File: src/rtl/rast_tri_feeder_if.sv
// Bus bundles for rast_tri_feeder:
//   rast_geom_if - geometry-stage push side (triangle/quad entries, valid/ready).
//   rast_r10_if  - rasteriser R10 triangle bus (valid, halt_RnnnnL back-pressure).
// The master modport is the side that launches the data.

interface rast_geom_if #(
   parameter int SIGFIG = 24,
   parameter int VERTS  = 4,
   parameter int AXIS   = 3,
   parameter int COLORS = 3
);
   logic signed [SIGFIG-1:0] in_tri_S   [VERTS][AXIS];
   logic        [SIGFIG-1:0] in_color_U [COLORS];
   logic                     in_quad_H;
   logic                     in_valid_H;
   logic                     in_ready_H;

   modport master (
      output in_tri_S, in_color_U, in_quad_H, in_valid_H,
      input  in_ready_H
   );
   modport slave (
      input  in_tri_S, in_color_U, in_quad_H, in_valid_H,
      output in_ready_H
   );
endinterface

interface rast_r10_if #(
   parameter int SIGFIG = 24,
   parameter int AXIS   = 3,
   parameter int COLORS = 3
);
   logic signed [SIGFIG-1:0] tri_R10S   [3][AXIS];
   logic        [SIGFIG-1:0] color_R10U [COLORS];
   logic                     validTri_R10H;
   logic                     halt_RnnnnL;

   modport master (
      output tri_R10S, color_R10U, validTri_R10H,
      input  halt_RnnnnL
   );
   modport slave (
      input  tri_R10S, color_R10U, validTri_R10H,
      output halt_RnnnnL
   );
endinterface

File: src/rtl/rast_tri_feeder.sv
// rast_tri_feeder: buffers triangle/quad entries from the geometry stage in a
// DEPTH-entry FIFO and presents one three-vertex triangle per transfer on the
// rasteriser R10 bus. Also holds the screen/MSAA configuration registers.
// Optional macro RAST_FEEDER_QUAD_EN: when defined, quad entries are split
// into (v0,v1,v2) then (v0,v2,v3) through the EMIT1 state; otherwise every
// entry yields exactly one triangle and in_quad_H / vertex slot 3 are ignored.

module rast_tri_feeder #(
   parameter int SIGFIG = 24,
   parameter int RADIX  = 10,
   parameter int VERTS  = 4,
   parameter int AXIS   = 3,
   parameter int COLORS = 3,
   parameter int DEPTH  = 4
) (
   input  logic                           clk,
   input  logic                           rst,
   rast_geom_if.slave                     geom,
   rast_r10_if.master                     r10,
   input  logic signed [SIGFIG-1:0]       cfg_screen_w_S,
   input  logic signed [SIGFIG-1:0]       cfg_screen_h_S,
   input  logic        [6:0]              cfg_msaa_U,
   input  logic                           cfg_load_H,
   output logic                           cfg_err_H,
   output logic signed [1:0][SIGFIG-1:0]  screen_RnnnnS,
   output logic        [3:0]              subSample_RnnnnU,
   output logic        [1:0]              ss_w_lg2_RnnnnS,
   output logic        [15:0]             tri_count_U,
   output logic                           idle_H
);

   localparam int PTR_W = $clog2(DEPTH);
   localparam int CNT_W = PTR_W + 1;
   localparam logic [CNT_W-1:0]        FULL_CNT   = CNT_W'(DEPTH);
   localparam logic signed [SIGFIG-1:0] SCREEN_RST = SIGFIG'(512 << RADIX);

`ifdef RAST_FEEDER_QUAD_EN
   localparam int SLOTS = VERTS;
   typedef enum logic {EMIT0 = 1'b0, EMIT1 = 1'b1} state_t;
`else
   localparam int SLOTS = 3;
   typedef enum logic {EMIT0 = 1'b0} state_t;
`endif

   // FIFO storage and bookkeeping
   logic signed [SIGFIG-1:0] mem_tri   [DEPTH][SLOTS][AXIS];
   logic        [SIGFIG-1:0] mem_color [DEPTH][COLORS];
   logic [PTR_W-1:0]         wr_ptr, rd_ptr;
   logic [CNT_W-1:0]         count;
   logic                     fifo_empty;
   logic                     push, pop, load, sel_alt;
   logic                     head_quad;
   state_t                   state, state_nxt;

   // Config decode
   logic                     msaa_ok;
   logic [3:0]               ss_dec;
   logic [1:0]               lg2_dec;

   assign fifo_empty      = (count == '0);
   assign geom.in_ready_H = (count < FULL_CNT);
   assign push            = geom.in_valid_H && geom.in_ready_H;
   assign idle_H          = fifo_empty && !r10.validTri_R10H;

`ifdef RAST_FEEDER_QUAD_EN
   logic mem_quad [DEPTH];
   assign head_quad = mem_quad[rd_ptr];

   // Quad flag storage, written alongside the vertex data.
   always_ff @(posedge clk) begin
      if (push) mem_quad[wr_ptr] <= geom.in_quad_H;
   end
`else
   logic unused_in;
   assign head_quad = 1'b0;

   // Quad flag and vertex slots above 2 have no effect without quad splitting.
   always_comb begin
      unused_in = geom.in_quad_H;
      for (int v = 3; v < VERTS; v++)
         for (int a = 0; a < AXIS; a++)
            unused_in = unused_in ^ (^geom.in_tri_S[v][a]);
   end
`endif

   // Entry storage, written at the write pointer on every accepted push.
   // NOTE: the storage array has no reset; count and pointers alone decide
   // which entries are live, so stale contents are never observed.
   always_ff @(posedge clk) begin
      if (push) begin
         for (int v = 0; v < SLOTS; v++)
            for (int a = 0; a < AXIS; a++)
               mem_tri[wr_ptr][v][a] <= geom.in_tri_S[v][a];
         for (int c = 0; c < COLORS; c++)
            mem_color[wr_ptr][c] <= geom.in_color_U[c];
      end
   end

   // Pointers wrap modulo DEPTH (power of two); a same-cycle push and pop
   // leaves the occupancy unchanged.
   // NOTE: sequential state uses non-blocking assignments only, so every
   // register samples pre-edge values regardless of statement order.
   always_ff @(posedge clk or negedge rst) begin
      if (!rst) begin
         wr_ptr <= '0;
         rd_ptr <= '0;
         count  <= '0;
      end else begin
         if (push) wr_ptr <= wr_ptr + 1'b1;
         if (pop)  rd_ptr <= rd_ptr + 1'b1;
         case ({push, pop})
            2'b10:   count <= count + 1'b1;
            2'b01:   count <= count - 1'b1;
            default: count <= count;
         endcase
      end
   end

   // Split FSM state register.
   always_ff @(posedge clk or negedge rst) begin
      if (!rst) state <= EMIT0;
      else      state <= state_nxt;
   end

   // Split FSM next state: the output register loads only while the
   // rasteriser is accepting, so a halted bus freezes everything.
   // NOTE: every signal driven here gets a default first, so no path can
   // leave one unassigned and infer a latch.
   always_comb begin
      state_nxt = state;
      load      = 1'b0;
      pop       = 1'b0;
      sel_alt   = 1'b0;
      if (r10.halt_RnnnnL && !fifo_empty) begin
         load = 1'b1;
`ifdef RAST_FEEDER_QUAD_EN
         case (state)
            EMIT0: begin
               if (head_quad) state_nxt = EMIT1;
               else           pop       = 1'b1;
            end
            EMIT1: begin
               sel_alt   = 1'b1;
               pop       = 1'b1;
               state_nxt = EMIT0;
            end
            default: state_nxt = EMIT0;
         endcase
`else
         pop = head_quad | 1'b1;
`endif
      end
   end

   // R10 output register: (v0,v1,v2) normally, (v0,v2,v3) for a quad's
   // second half; holds while halt_RnnnnL is low.
   always_ff @(posedge clk or negedge rst) begin
      if (!rst) begin
         r10.validTri_R10H <= 1'b0;
         for (int s = 0; s < 3; s++)
            for (int a = 0; a < AXIS; a++)
               r10.tri_R10S[s][a] <= '0;
         for (int c = 0; c < COLORS; c++)
            r10.color_R10U[c] <= '0;
      end else if (r10.halt_RnnnnL) begin
         r10.validTri_R10H <= load;
         if (load) begin
            for (int a = 0; a < AXIS; a++) begin
               r10.tri_R10S[0][a] <= mem_tri[rd_ptr][0][a];
               r10.tri_R10S[1][a] <= sel_alt ? mem_tri[rd_ptr][2][a]
                                             : mem_tri[rd_ptr][1][a];
               r10.tri_R10S[2][a] <= sel_alt ? mem_tri[rd_ptr][SLOTS-1][a]
                                             : mem_tri[rd_ptr][2][a];
            end
            for (int c = 0; c < COLORS; c++)
               r10.color_R10U[c] <= mem_color[rd_ptr][c];
         end
      end
   end

   // Transfer counter, wraps at 16 bits.
   always_ff @(posedge clk or negedge rst) begin
      if (!rst)                                        tri_count_U <= '0;
      else if (r10.validTri_R10H && r10.halt_RnnnnL)   tri_count_U <= tri_count_U + 16'd1;
   end

   // MSAA decode: legal sample counts map to a one-hot interval and log2 width.
   always_comb begin
      msaa_ok = 1'b1;
      ss_dec  = 4'b0100;
      lg2_dec = 2'd1;
      case (cfg_msaa_U)
         7'd1:    begin ss_dec = 4'b1000; lg2_dec = 2'd0; end
         7'd4:    begin ss_dec = 4'b0100; lg2_dec = 2'd1; end
         7'd16:   begin ss_dec = 4'b0010; lg2_dec = 2'd2; end
         7'd64:   begin ss_dec = 4'b0001; lg2_dec = 2'd3; end
         default: msaa_ok = 1'b0;
      endcase
   end

   // Config registers: a load is taken only while idle with a legal MSAA
   // value; anything else latches the sticky error and changes nothing.
   always_ff @(posedge clk or negedge rst) begin
      if (!rst) begin
         screen_RnnnnS[0] <= SCREEN_RST;
         screen_RnnnnS[1] <= SCREEN_RST;
         subSample_RnnnnU <= 4'b0100;
         ss_w_lg2_RnnnnS  <= 2'd1;
         cfg_err_H        <= 1'b0;
      end else if (cfg_load_H) begin
         if (idle_H && msaa_ok) begin
            screen_RnnnnS[0] <= cfg_screen_w_S;
            screen_RnnnnS[1] <= cfg_screen_h_S;
            subSample_RnnnnU <= ss_dec;
            ss_w_lg2_RnnnnS  <= lg2_dec;
         end else begin
            cfg_err_H <= 1'b1;
         end
      end
   end

endmodule
File: src/flat_wrapper.sv
// flat-port wrapper written by rule: the top's interface ports become plain ports
module rast_tri_feeder_flat 
#(
   parameter int SIGFIG = 24,
   parameter int RADIX  = 10,
   parameter int VERTS  = 4,
   parameter int AXIS   = 3,
   parameter int COLORS = 3,
   parameter int DEPTH  = 4
)
  (clk, rst, cfg_screen_w_S, cfg_screen_h_S, cfg_msaa_U, cfg_load_H, cfg_err_H, screen_RnnnnS, subSample_RnnnnU, ss_w_lg2_RnnnnS, tri_count_U, idle_H, geom_in_tri_S, geom_in_color_U, geom_in_quad_H, geom_in_valid_H, geom_in_ready_H, r10_tri_R10S, r10_color_R10U, r10_validTri_R10H, r10_halt_RnnnnL);
  rast_geom_if #(.SIGFIG(SIGFIG), .VERTS(VERTS), .AXIS(AXIS), .COLORS(COLORS)) geom_i ();
  rast_r10_if #(.SIGFIG(SIGFIG), .AXIS(AXIS), .COLORS(COLORS)) r10_i ();
  input  logic clk;
  input  logic rst;
  input  logic signed [SIGFIG-1:0] cfg_screen_w_S;
  input  logic signed [SIGFIG-1:0] cfg_screen_h_S;
  input  logic        [6:0] cfg_msaa_U;
  input  logic cfg_load_H;
  output logic cfg_err_H;
  output logic signed [1:0][SIGFIG-1:0] screen_RnnnnS;
  output logic        [3:0] subSample_RnnnnU;
  output logic        [1:0] ss_w_lg2_RnnnnS;
  output logic        [15:0] tri_count_U;
  output logic idle_H;
  input wire logic [$bits(geom_i.in_tri_S)-1:0] geom_in_tri_S;
  input wire logic [$bits(geom_i.in_color_U)-1:0] geom_in_color_U;
  input wire logic [$bits(geom_i.in_quad_H)-1:0] geom_in_quad_H;
  input wire logic [$bits(geom_i.in_valid_H)-1:0] geom_in_valid_H;
  output wire logic [$bits(geom_i.in_ready_H)-1:0] geom_in_ready_H;
  output wire logic [$bits(r10_i.tri_R10S)-1:0] r10_tri_R10S;
  output wire logic [$bits(r10_i.color_R10U)-1:0] r10_color_R10U;
  output wire logic [$bits(r10_i.validTri_R10H)-1:0] r10_validTri_R10H;
  input wire logic [$bits(r10_i.halt_RnnnnL)-1:0] r10_halt_RnnnnL;
  assign geom_i.in_tri_S = {>>{geom_in_tri_S}};
  assign geom_i.in_color_U = {>>{geom_in_color_U}};
  assign geom_i.in_quad_H = geom_in_quad_H;
  assign geom_i.in_valid_H = geom_in_valid_H;
  assign geom_in_ready_H = geom_i.in_ready_H;
  assign r10_tri_R10S = {>>{r10_i.tri_R10S}};
  assign r10_color_R10U = {>>{r10_i.color_R10U}};
  assign r10_validTri_R10H = r10_i.validTri_R10H;
  assign r10_i.halt_RnnnnL = r10_halt_RnnnnL;
  rast_tri_feeder #(.SIGFIG(SIGFIG), .RADIX(RADIX), .VERTS(VERTS), .AXIS(AXIS), .COLORS(COLORS), .DEPTH(DEPTH)) u_core (.clk(clk), .rst(rst), .geom(geom_i), .r10(r10_i), .cfg_screen_w_S(cfg_screen_w_S), .cfg_screen_h_S(cfg_screen_h_S), .cfg_msaa_U(cfg_msaa_U), .cfg_load_H(cfg_load_H), .cfg_err_H(cfg_err_H), .screen_RnnnnS(screen_RnnnnS), .subSample_RnnnnU(subSample_RnnnnU), .ss_w_lg2_RnnnnS(ss_w_lg2_RnnnnS), .tri_count_U(tri_count_U), .idle_H(idle_H));
endmodule
File: config.mk
export PLATFORM = sky130hd
export DESIGN_NAME = rast_tri_feeder_flat
export DESIGN_NICKNAME = d
export VERILOG_FILES = /design/src/rtl/rast_tri_feeder_if.sv /design/src/rtl/rast_tri_feeder.sv /design/src/flat_wrapper.sv
export SDC_FILE = /design/constraint.sdc
export NUM_CORES = 1
export LEC_CHECK = 0
export ABC_AREA = 1
export ABC_CLOCK_PERIOD_IN_PS = 17200
export CAP_MARGIN = 20
export CORE_UTILIZATION = 35
export CTS_BUF_LIST = sky130_fd_sc_hd__clkbuf_8
export DETAILED_ROUTE_END_ITERATION = 12
export RECOVER_POWER = 50
export SYNTH_ARGS = -nofsm -noshare
export SYNTH_HDL_FRONTEND = slang
export SYNTH_SLANG_ARGS = --single-unit
File: constraint.sdc
create_clock -name clk -period 17.2 [get_ports clk]
set_input_delay 1.72 -clock clk [delete_from_list [all_inputs] [get_ports clk]]
set_output_delay 1.72 -clock clk [all_outputs]
set_load 0.02 [all_outputs]
# ---- After elaboration in Yosys (flattened, before gate mapping)
# Memory sizes are Yosys's and may differ from the RTL's. A register that Yosys moved wholly into a read port is not among the register bits.
# Index checks and enable logic that the tools add are counted.
dict set report word_totals {
  wordCells 47
  in_bits 421
  mem_count 2
  ff_bits 79
  romBits 0
  ramBits 1152
  out_inout_bits 362
  latch_bits 0
}
dict set report op_classes {
  n_eq_ne 6
  mux 7
  n_lt_le_gt_ge 1
  div_mod_pow 0
  mul 0
  reduce_logical 15
  n_shift 0
  n_bitwise 1
  n_addsub 5
}
# memory words word_bits read_ports rd_clocked_by_memory_dff wr line_no
set memory_table {}
lappend memory_table {u_core.mem_tri 4 216 1 1 1 rast_tri_feeder.sv:46} ;# logic signed [SIGFIG-1:0] mem_tri [DEPTH][SLOTS][AXIS];
lappend memory_table {u_core.mem_color 4 72 1 1 1 rast_tri_feeder.sv:47} ;# logic [SIGFIG-1:0] mem_color [DEPTH][COLORS];
# cell count
set ops {}
lappend ops {{$add A16 B1 Y16 const B} 1}
lappend ops {{$pmux W4 S3} 1}
lappend ops {{$eq A7 B1 Y1 const B} 1}
lappend ops {{$eq A7 B3 Y1 const B} 1}
lappend ops {{$eq A7 B5 Y1 const B} 1}
lappend ops {{$eq A7 B7 Y1 const B} 1}
lappend ops {{$pmux W2 S3} 1}
lappend ops {{$pmux W3 S2} 1}
lappend ops {{$reduce_and A2 Y1} 3}
lappend ops {{$logic_and A1 B1 Y1} 5}
lappend ops {{$add A2 B1 Y2 const B} 2}
lappend ops {{$logic_not A1 Y1} 4}
lappend ops {{$mux W1} 4}
lappend ops {{$reduce_or A4 Y1} 1}
lappend ops {{$add A3 B1 Y3 const B} 1}
lappend ops {{$logic_not A3 Y1} 1}
lappend ops {{$lt A3 B3 Y1 const B} 1}
lappend ops {{$sub A3 B1 Y3 const B} 1}
lappend ops {{$eq A2 B1 Y1 const B} 1}
lappend ops {{$eq A2 B2 Y1 const B} 1}
lappend ops {{$reduce_bool A2 Y1} 1}
lappend ops {{$not A1 Y1} 1}

# ---- Logic depth before layout (Yosys ltp)
# Gate-level depths: netlist of run 1.
dict set report depth {
  depth_word 6
  ltp_mapped 13
  ltp_nobuf 10
}

# ---- Least setup slack after synthesis of run 1
# OpenSTA, ideal clock, no wires.
dict set report synth_path {
  path_kind {input port to flip-flop}
  startpoint {input geom_in_valid_H}
  endpoint {memory u_core.mem_color[0][0] in the netlist's numbering, enable pin}
  stages 2
  setup_time_ns 0.944
  slack_ns 2.423
  n_path_buf 0
  arrival_time_ns 13.833
  cell_sequence {nand2_1 > nor2_1}
}
dict set report synth_via {
  elab_chain_cells 3
}
# element line_no
set synth_lines {}
lappend synth_lines {{start: declaration} flat_wrapper.sv:29} ;# input wire logic [$bits(geom_i.in_valid_H)-1:0] geom_in_valid_H;
lappend synth_lines {{$logic_and A1 B1 Y1} rast_tri_feeder.sv:62} ;# assign push = geom.in_valid_H && geom.in_ready_H;
lappend synth_lines {{$mux W1} rast_tri_feeder.sv:90} ;# if (push) begin
lappend synth_lines {{$mux W1 (not written as such)} rast_tri_feeder.sv:95} ;# mem_color[wr_ptr][c] <= geom.in_color_U[c];
lappend synth_lines {{end: declaration} rast_tri_feeder.sv:47}
# No other way between the ends.

==> impl_summary.log, run 1 <==
[metrics] outcome: finished, violations left
[metrics] failing checks: capacitance limit, slew limit
[metrics] clock transition at the registers of the reported paths: 0.06 ns
[metrics] worst setup skew after layout: 0.0847 ns
[metrics] number of antenna-violating nets in the routed design: 0
[metrics] switching power of the nets: 4330 µW
[metrics] Synthesized Nets: 4829
[metrics] data arrival time at the worst-slack endpoint: 11.23 ns
[metrics] combinational share of power: 0.323
[metrics] Post-CTS Hold Fix Bufs: 0
[metrics] largest vdd supply drop: 0.000117 V
[metrics] count of boundary I/O pins: 783
[metrics] number of max-cap violations: 12
[metrics] crit path time final: 10.44 ns
[metrics] slowest CP cell: clkinvlp_2
[metrics] first-pass GRT wire length: 221000 µm
[metrics] flop and latch count out of synthesis: 1519
[metrics] maximum number of pins on one net before global-route repair: 212
[metrics] synthesized area: 56700 µm²
[metrics] detail-routed via count per cell: 4.82
[metrics] Highest Clock Rate: 95.8 MHz
[metrics] detailed-router iteration count before antenna repair: 7
[metrics] initial antenna violation count: 105
[metrics] nets@finish: 5589
[metrics] count of buffers added by post-CTS timing repair for setup: 0
[metrics] leading cell type in the layout, fill and taps excluded: nor2_1
[metrics] sequential fraction of design power: 0.415
[metrics] detailed-route wire length: 152000 µm
[metrics] transition time at the pin with the least slew margin: 6.44 ns
[metrics] pre-CTS setup slack: 10.58 ns
[metrics] vias in the first global route: 34.6k
[metrics] area of the die: 164000 µm²
[metrics] ordered list of cells on the worst path: clkinvlp_2 > buf_4 > buf_4 > o21ai_0 > a31oi_1
[metrics] Final Total Pwr: 12200 µW
[metrics] part of the power in the clock network: 0.262
[metrics] Iteration-0 DRC Markers: 2251
[metrics] switching power as a share of total power: 0.355
[metrics] average footprint of a synthesized cell: 12.9 µm²
[metrics] area of the core: 161000 µm²
[metrics] drc violations: 0
[metrics] standard-cell row count: 147
[metrics] DPL Wire Length: 86100 µm
[metrics] average wire per standard cell: 20.1 µm
[metrics] latest clock arrival within the worst-skew pair: 1.01 ns
[metrics] crit-path max cell delay: 5.59 ns
[metrics] leading cell types in the layout, fill and taps excluded: nor2_1, edfxtp_1, o21ai_0
[metrics] Relative slew margins: -3.29
[metrics] Hold/Removal Path Class: reg -> reg
[metrics] TNS Setup: 0 ns
[metrics] final hold viol count: 0
[metrics] CTS HTree Levels: 5
[metrics] post-synthesis cell type count: 31
[metrics] static power due to leakage: 0.0252 µW
[metrics] clock tree from TritonCTS: built
[metrics] number of buffers between clock root and the deepest sink: 4
[metrics] number of instances in the synthesized netlist: 4401
[metrics] endpoint required time on the critical path: 17.99 ns
[metrics] WS Path Type: reg -> reg
[metrics] Sequential cell area: 43800 µm²
[metrics] width of the chip: 405 µm
[metrics] critical path endpoint category: flip-flop
[metrics] number of warnings issued by yosys: 0
[metrics] setup repair after global routing missed its margin: no
[metrics] total area of multi-input combinational cells: 11500 µm²
[metrics] initial core utilization: 0.353
[metrics] proportion of synthesized chip area in sequential cells: 0.772
[metrics] Final Max Tran Viols: 633
[metrics] Resized Gates After CTS: 0
[metrics] pwr dens: 172 nW/µm²
[metrics] IO Port Bufs: 709
[metrics] clock root buffer: clkbuf_8
[metrics] top fanout value on the critical path: 183
[metrics] final setup violation count: 0
[metrics] Layout area overhead: 24.8%
[metrics] Internal Pwr Total: 7860 µW
[metrics] cell repeated most along the worst path: buf_4
[metrics] height of the chip: 405 µm
[metrics] CTS Sinks: 1519
[metrics] Final Cycle Share: 0.607
[metrics] CTS Buf Count: 275
[metrics] count of fill cells added during filler insertion: 14.6k
[metrics] vias after detailed routing: 36.4k
[metrics] layout cell share with drive strength beyond 1: 0.0775
[metrics] category of the worst setup path launch point: flip-flop
[metrics] total track usage: 0.181
[metrics] aggregate global routing overflow: 0
[metrics] final worst slack: 6.76 ns
[metrics] Final GP Congestion: 0.784
## cell families (layout without fill, tap and decap cells)
| kind of cell | Yosys count | count (layout) | synth area share |
|---|---|---|---|
| AO/OA/AOI/OAI | 875 | 875 | 0.0836 |
| XOR/XNOR | 16 | 16 | 0.00247 |
| adder cells (fa/ha/maj) | 7 | 7 | 0.00168 |
| buffers and inverters | 304 | 1260 | 0.0259 |
| flip-flops | 1519 | 1519 | 0.772 |
| other | 0 | 31 | 0 |
| AND/OR/NAND/NOR | 1680 | 1680 | 0.114 |
## synthesized netlist by cell type
master       n  area, µm²
a21o_1       1       7.51
dfstp_2      4        105
o21ai_0    485       2430
nand3_2      1       10.0
nor2_1    1468       5510
ha_1         6       75.1
nand3_4      1       17.5
edfxtp_1  1152      34600
xnor2_1      5       43.8
fa_1         1       20.0
inv_2        6       22.5
a21oi_1      4       20.0
nand2_1    143        537
buf_6        6       67.6
dfrtp_1    363       9080
a31oi_1    288       1800
xor2_1      11       96.3
clkbuf_1    80        300
o21bai_1     1       7.51
o21ai_1     96        480
nand2_4      1       11.3
nand2_2      1       6.26
nor3_2       2       20.0
buf_4       25        188
nor3_1       4       20.0
buf_2      152        761
nand3_1      5       25.0
nor2_2       2       12.5
buf_1       13       48.8
nand4_1     52        325
inv_1       22       82.6
## stage by stage
| stage | area (µm²) | hold WS [ns] | util | cells |
|---|---|---|---|---|
| 2_1_floorplan | 56700 | 0.450 | - | 4401 |
| 3_3_place_gp | 65700 | 0.442 | 0.409 | 7044 |
| 3_5_place_dp | 65700 | 0.457 | 0.409 | 7044 |
| 4_1_cts | 70800 | 0.465 | 0.441 | 7517 |
| 5_1_grt | 70800 | 0.483 | 0.440 | 7532 |
| 6_report | 70800 | 0.466 | 0.440 | 7548 |
## power groups by stage
stage / Clock (µW) / Combinational, µW / Sequential, µW
after global placement: 0 / 3960 / 5110
final: 3190 / 3930 / 5060
after global routing: 3460 / 4300 / 5130
after detailed placement: 0 / 4010 / 5130
after CTS: 3300 / 4020 / 5060
after floorplan: 0 / 1910 / 5670
## worst max-delay path, delay by kind of cell (launching register included)
family	cells	cell delay, ns
compound gates	2	0.46
buf+inv	3	8.31
flops	1	1.33
## path summary, 6_finish.rpt
path / cells past startpoint / startpoint / to / slack (ns)
max in group asynchronous: 3 / rst / u_core.r10.tri_R10S[205]$_DFFE_PN0P_ / 7.45
worst min register to register: 2 / u_core.screen_RnnnnS[43]$_DFFE_PN1P_ / u_core.screen_RnnnnS[43]$_DFFE_PN1P_ / 0.47
min in group asynchronous: 1 / rst / u_core.r10.color_R10U[23]$_DFFE_PN0P_ / 2.87
worst max-delay path: 5 / u_core.rd_ptr[0]$_DFFE_PN0P_ / u_core.r10.tri_R10S[154]$_DFFE_PN0P_ / 6.76
worst min-delay path: 2 / u_core.screen_RnnnnS[43]$_DFFE_PN1P_ / u_core.screen_RnnnnS[43]$_DFFE_PN1P_ / 0.47
worst max register to register: 5 / u_core.rd_ptr[0]$_DFFE_PN0P_ / u_core.r10.tri_R10S[154]$_DFFE_PN0P_ / 6.76
## area by class of cell
cell class,instances,share of cell area
Timing Repair Buffer,759,0.106
Antenna cell,31,0.00110
Clock inverter,156,0.0110
Tap cell,2160,0.0382
Multi-Input combinational cell,2578,0.162
Clock buffer,317,0.0616
Sequential cell,1519,0.618
Inverter,28,0.00171
## sequential cells by signal, summed over array words and instances, names as in the netlist
| signal | count |
|---|---|
| u_core.r10.tri_R10S | 216 |
| u_core.ss_w_lg2_RnnnnS | 2 |
| u_core.rd_ptr | 2 |
| u_core.r10.color_R10U | 72 |
| u_core.subSample_RnnnnU | 4 |
| u_core.screen_RnnnnS | 48 |
| u_core.mem_tri | 864 |
| u_core.cfg_err_H | 1 |
| u_core.count | 3 |
| u_core.wr_ptr | 2 |
| u_core.mem_color | 288 |
| u_core.tri_count_U | 16 |
| u_core.r10.validTri_R10H | 1 |
## metal layers
| metal | part of all wire | up-vias | track usage |
|---|---|---|---|
| met3 | 0.082 | 414 | 0.0683 |
| li1 | - | 17200 | - |
| met5 | 0.0020 | - | 0 |
| met2 | 0.49 | 1196 | 0.300 |
| met4 | 0.038 | 44 | 0.0739 |
| met1 | 0.39 | 17500 | 0.209 |
No activity file was read; power rests on OpenSTA's default activity.
==> inputs of run 2 (changes only) <==
- ABC_CLOCK_PERIOD_IN_PS: 17200 -> 8800
- clock period: 17.2 -> 8.8 ns (I/O delays scaled with it)
==> run 2 against run 1 <==
The run still ends with capacitance limit, slew limit left. Sequential share of layout area barely moved. Clock-buffer cell count fell by 2. Clock power rose by 92%. Total power rose by 95%. First-iteration DRC count fell by 6.6%. Non-clock buffer count fell by 10. Combinational power rose by 94%. Via count rose by 0.13%. Routed wire length fell by 0.55%. Cell area barely moved.
==> impl_summary.log, run 2 (synthesis gave the netlist of run 1 again) <==
[metrics] detailed-route wire length: 151000 µm (-0.55%)
[metrics] outcome: finished, violations left
[metrics] CTS HTree Levels: 5 (unchanged)
[metrics] transition time at the pin with the least slew margin: 4.19 ns (-2.25 ns)
[metrics] endpoint required time on the critical path: 9.37 ns (-8.62 ns)
[metrics] initial core utilization: 0.353 (unchanged)
[metrics] slowest CP cell: clkbuf_2
[metrics] drc violations: 0 (unchanged)
[metrics] Layout area overhead: 24.9% (about the same)
[metrics] R2R Setup Slk: 3.02 ns (-3.75 ns)
[metrics] met3 routed WL: 11100 µm (-11%)
[metrics] CTS Sinks: 1519 (unchanged)
[metrics] Final Cycle Share: 0.657 (+0.0504)
[metrics] area of the die: 164000 µm² (unchanged)
[metrics] static power due to leakage: 0.0252 µW (+0.12%)
[metrics] height of the chip: 405 µm (unchanged)
[metrics] category of the worst setup path launch point: flip-flop
[metrics] crit path time final: 5.78 ns (-4.65 ns)
[metrics] Regs by FF count: u_core.mem_tri x864, u_core.mem_color x288, u_core.r10.tri_R10S x216
[metrics] end point of the critical path: u_core.mem_tri[3][103]$_DFFE_PP_
[metrics] Resized Gates After CTS: 0 (unchanged)
[metrics] failing checks: capacitance limit, slew limit
[metrics] number of max-cap violations: 5 (-7)
[metrics] vias after detailed routing: 36.4k (+0.13%)
[metrics] register bank with the most flops: u_core.mem_tri
[metrics] DR WL met2: 74800 µm (+1.1%)
[metrics] leading cell types in the layout, fill and taps excluded: nor2_1, edfxtp_1, o21ai_0
[metrics] startpoint of the lowest-slack register-to-register path: u_core.count[2]$_DFFE_PN0P_
[metrics] area of the core: 161000 µm² (unchanged)
[metrics] DPL Wire Length: 83800 µm (-2.7%)
[metrics] Highest Clock Rate: 173 MHz (+80%)
[metrics] count of fill cells added during filler insertion: 14.6k (-0.44%)
[metrics] detailed-route wire length on metal 1: 59700 µm (+0.84%)
[metrics] initial antenna violation count: 104 (-0.95%)
[metrics] Iteration-0 DRC Markers: 2102 (-6.6%)
[metrics] Final Max Tran Viols: 344 (-46%)
[metrics] width of the chip: 405 µm (unchanged)
[metrics] Hold/Removal Path Class: in -> reg
[metrics] setup repair after global routing missed its margin: no
[metrics] detailed-router iteration count before antenna repair: 6 (-1)
[metrics] nets@finish: 5581 (-0.14%)
[metrics] leading cell type in the layout, fill and taps excluded: nor2_1
[metrics] detail-routed via count per cell: 4.82 (+0.15%)
[metrics] count of boundary I/O pins: 783 (unchanged)
[metrics] IO Port Bufs: 709 (unchanged)
[metrics] largest vdd supply drop: 0.000336 V (+190%)
[metrics] clock tree from TritonCTS: built
[metrics] Final Core Density: 0.441 (about the same)
[metrics] aggregate global routing overflow: 0 (unchanged)
[metrics] Final GP Congestion: 0.765 (-2.5%)
[metrics] highest signal layer in the routed design: met5
[metrics] WS Path Type: reg -> reg
[metrics] latest clock arrival within the worst-skew pair: 1.03 ns (+0.02 ns)
[metrics] final worst hold slack: 0.435 ns (-0.0310 ns)
[metrics] maximum number of pins on one net before global-route repair: 200 (-5.7%)
[metrics] clock root buffer: clkbuf_8
[metrics] crit-path max cell delay: 2.84 ns (-2.75 ns)
[metrics] pwr dens: 335 nW/µm² (+95%)
[metrics] final hold viol count: 0 (unchanged)
[metrics] worst setup skew after layout: 0.0849 ns (+0.000229 ns)
[metrics] average wire per standard cell: 20.0 µm (-0.54%)
[metrics] number of antenna-violating nets in the routed design: 0 (unchanged)
[metrics] ordered list of cells on the worst path: inv_1 > nand2_1 > nor2_1 > clkbuf_2 > buf_4
[metrics] number of buffers between clock root and the deepest sink: 4 (unchanged)
[metrics] first-pass GRT wire length: 220000 µm (-0.27%)
[metrics] total track usage: 0.180 (-0.00102)
[metrics] vias in the first global route: 34.6k (-0.095%)
[metrics] clock transition at the registers of the reported paths: 0.05 ns (about the same)
[metrics] layout cell share with drive strength beyond 1: 0.0738 (-0.00366)
[metrics] number of cells on the worst reg-to-reg path: 5 (unchanged)
[metrics] data arrival time at the worst-slack endpoint: 6.35 ns (-4.88 ns)
[metrics] top fanout value on the critical path: 122 (-33%)
[metrics] crit path launch: u_core.count[2]$_DFFE_PN0P_
[metrics] CTS Buf Count: 277 (+0.73%)
[metrics] critical path endpoint category: flip-flop
[metrics] flip-flop count of the largest register, all copies and words added: 864 (unchanged)
[metrics] final setup violation count: 0 (unchanged)
[metrics] worst reg2reg path endpoint: u_core.mem_tri[3][103]$_DFFE_PP_
[metrics] Relative slew margins: -1.79 (+1.50)
[metrics] standard-cell row count: 147 (unchanged)
-- run 2: changes by cell type in the layout (fill, tap and decap cells not counted), sizes merged --
cell / previous run / this run
bufinv: 5 / 3
inv: 121 / 144
diode: 31 / 35
clkbuf: 324 / 320
clkinv: 53 / 36
dlygate4sd3: 290 / 289
clkdlybuf4s50: 417 / 419
clkinvlp: 5 / 8
buf: 45 / 36
-- run 2: worst min path at each step --
stage / startpoint / endpoint / depth (start not counted)
after detailed placement: u_core.screen_RnnnnS[27]$_DFFE_PN0P_ / u_core.screen_RnnnnS[27]$_DFFE_PN0P_ / 2
after global routing: cfg_screen_h_S[20] / u_core.screen_RnnnnS[44]$_DFFE_PN0P_ / 3
after floorplan: u_core.count[1]$_DFFE_PN0P_ / u_core.count[1]$_DFFE_PN0P_ / 2
after CTS: cfg_screen_h_S[19] / u_core.screen_RnnnnS[43]$_DFFE_PN1P_ / 3
final: cfg_screen_h_S[19] / u_core.screen_RnnnnS[43]$_DFFE_PN1P_ / 3
after global placement: u_core.cfg_err_H$_DFFE_PN0P_ / u_core.cfg_err_H$_DFFE_PN0P_ / 1
-- run 2: final cells by class --
class / count / area (µm²) / area share
repair buffers: 749 / 7590 / 0.107
flip-flops and latches: 1519 / 43800 / 0.618
diodes: 35 / 87.6 / 0.00124
multi-input cells: 2578 / 11500 / 0.162
clock buffers: 315 / 4340 / 0.0612
clock inverters: 163 / 747 / 0.0105
well taps: 2160 / 2700 / 0.0381
inverters: 28 / 128 / 0.00180
-- run 2: where the power goes --
group	leakage, µW	switching [µW]	internal (µW)
combinational	0.00748	4930	2700
clock	0.00302	2810	3340
sequential	0.0147	672	9290
total	0.0252	8400	15300
-- run 2: metal layers --
metal | up-vias | global-route usage
met5 | - | 0
met3 | 373 | 0.0565
met4 | 36 | 0.0690
li1 | 17200 | -
met2 | 1158 | 0.305
met1 | 17700 | 0.212
-- run 2: worst max-delay path, delay by kind of cell (launching register included) --
family / cells / cell delay (ns)
buf+inv: 3 / 4.04
flops: 1 / 0.36
simple gates: 2 / 0.61
-- run 2: per-stage QoR --
stage / setup slack (ns) / setup TNS [ns] / cells / cell area [µm²] / total power (µW)
after floorplan: -0.283 / -326.10 / 4401 / 56700 / 14700
after global placement: 4.60 / 0 / 7032 / 65700 / 17700
after detailed placement: 4.63 / 0 / 7032 / 65700 / 17800
after CTS: 5.31 / 0 / 7511 / 70800 / 24100
after global routing: 2.68 / 0 / 7532 / 70800 / 25100
final: 3.02 / 0 / 7547 / 70900 / 23700
-- run 2: timing repair --
action,in CTS,in global routing
endpoints found under the setup margin,0,0
endpoints found under the hold margin,71,0
buffers inserted,0,0
hold buffers,1,0
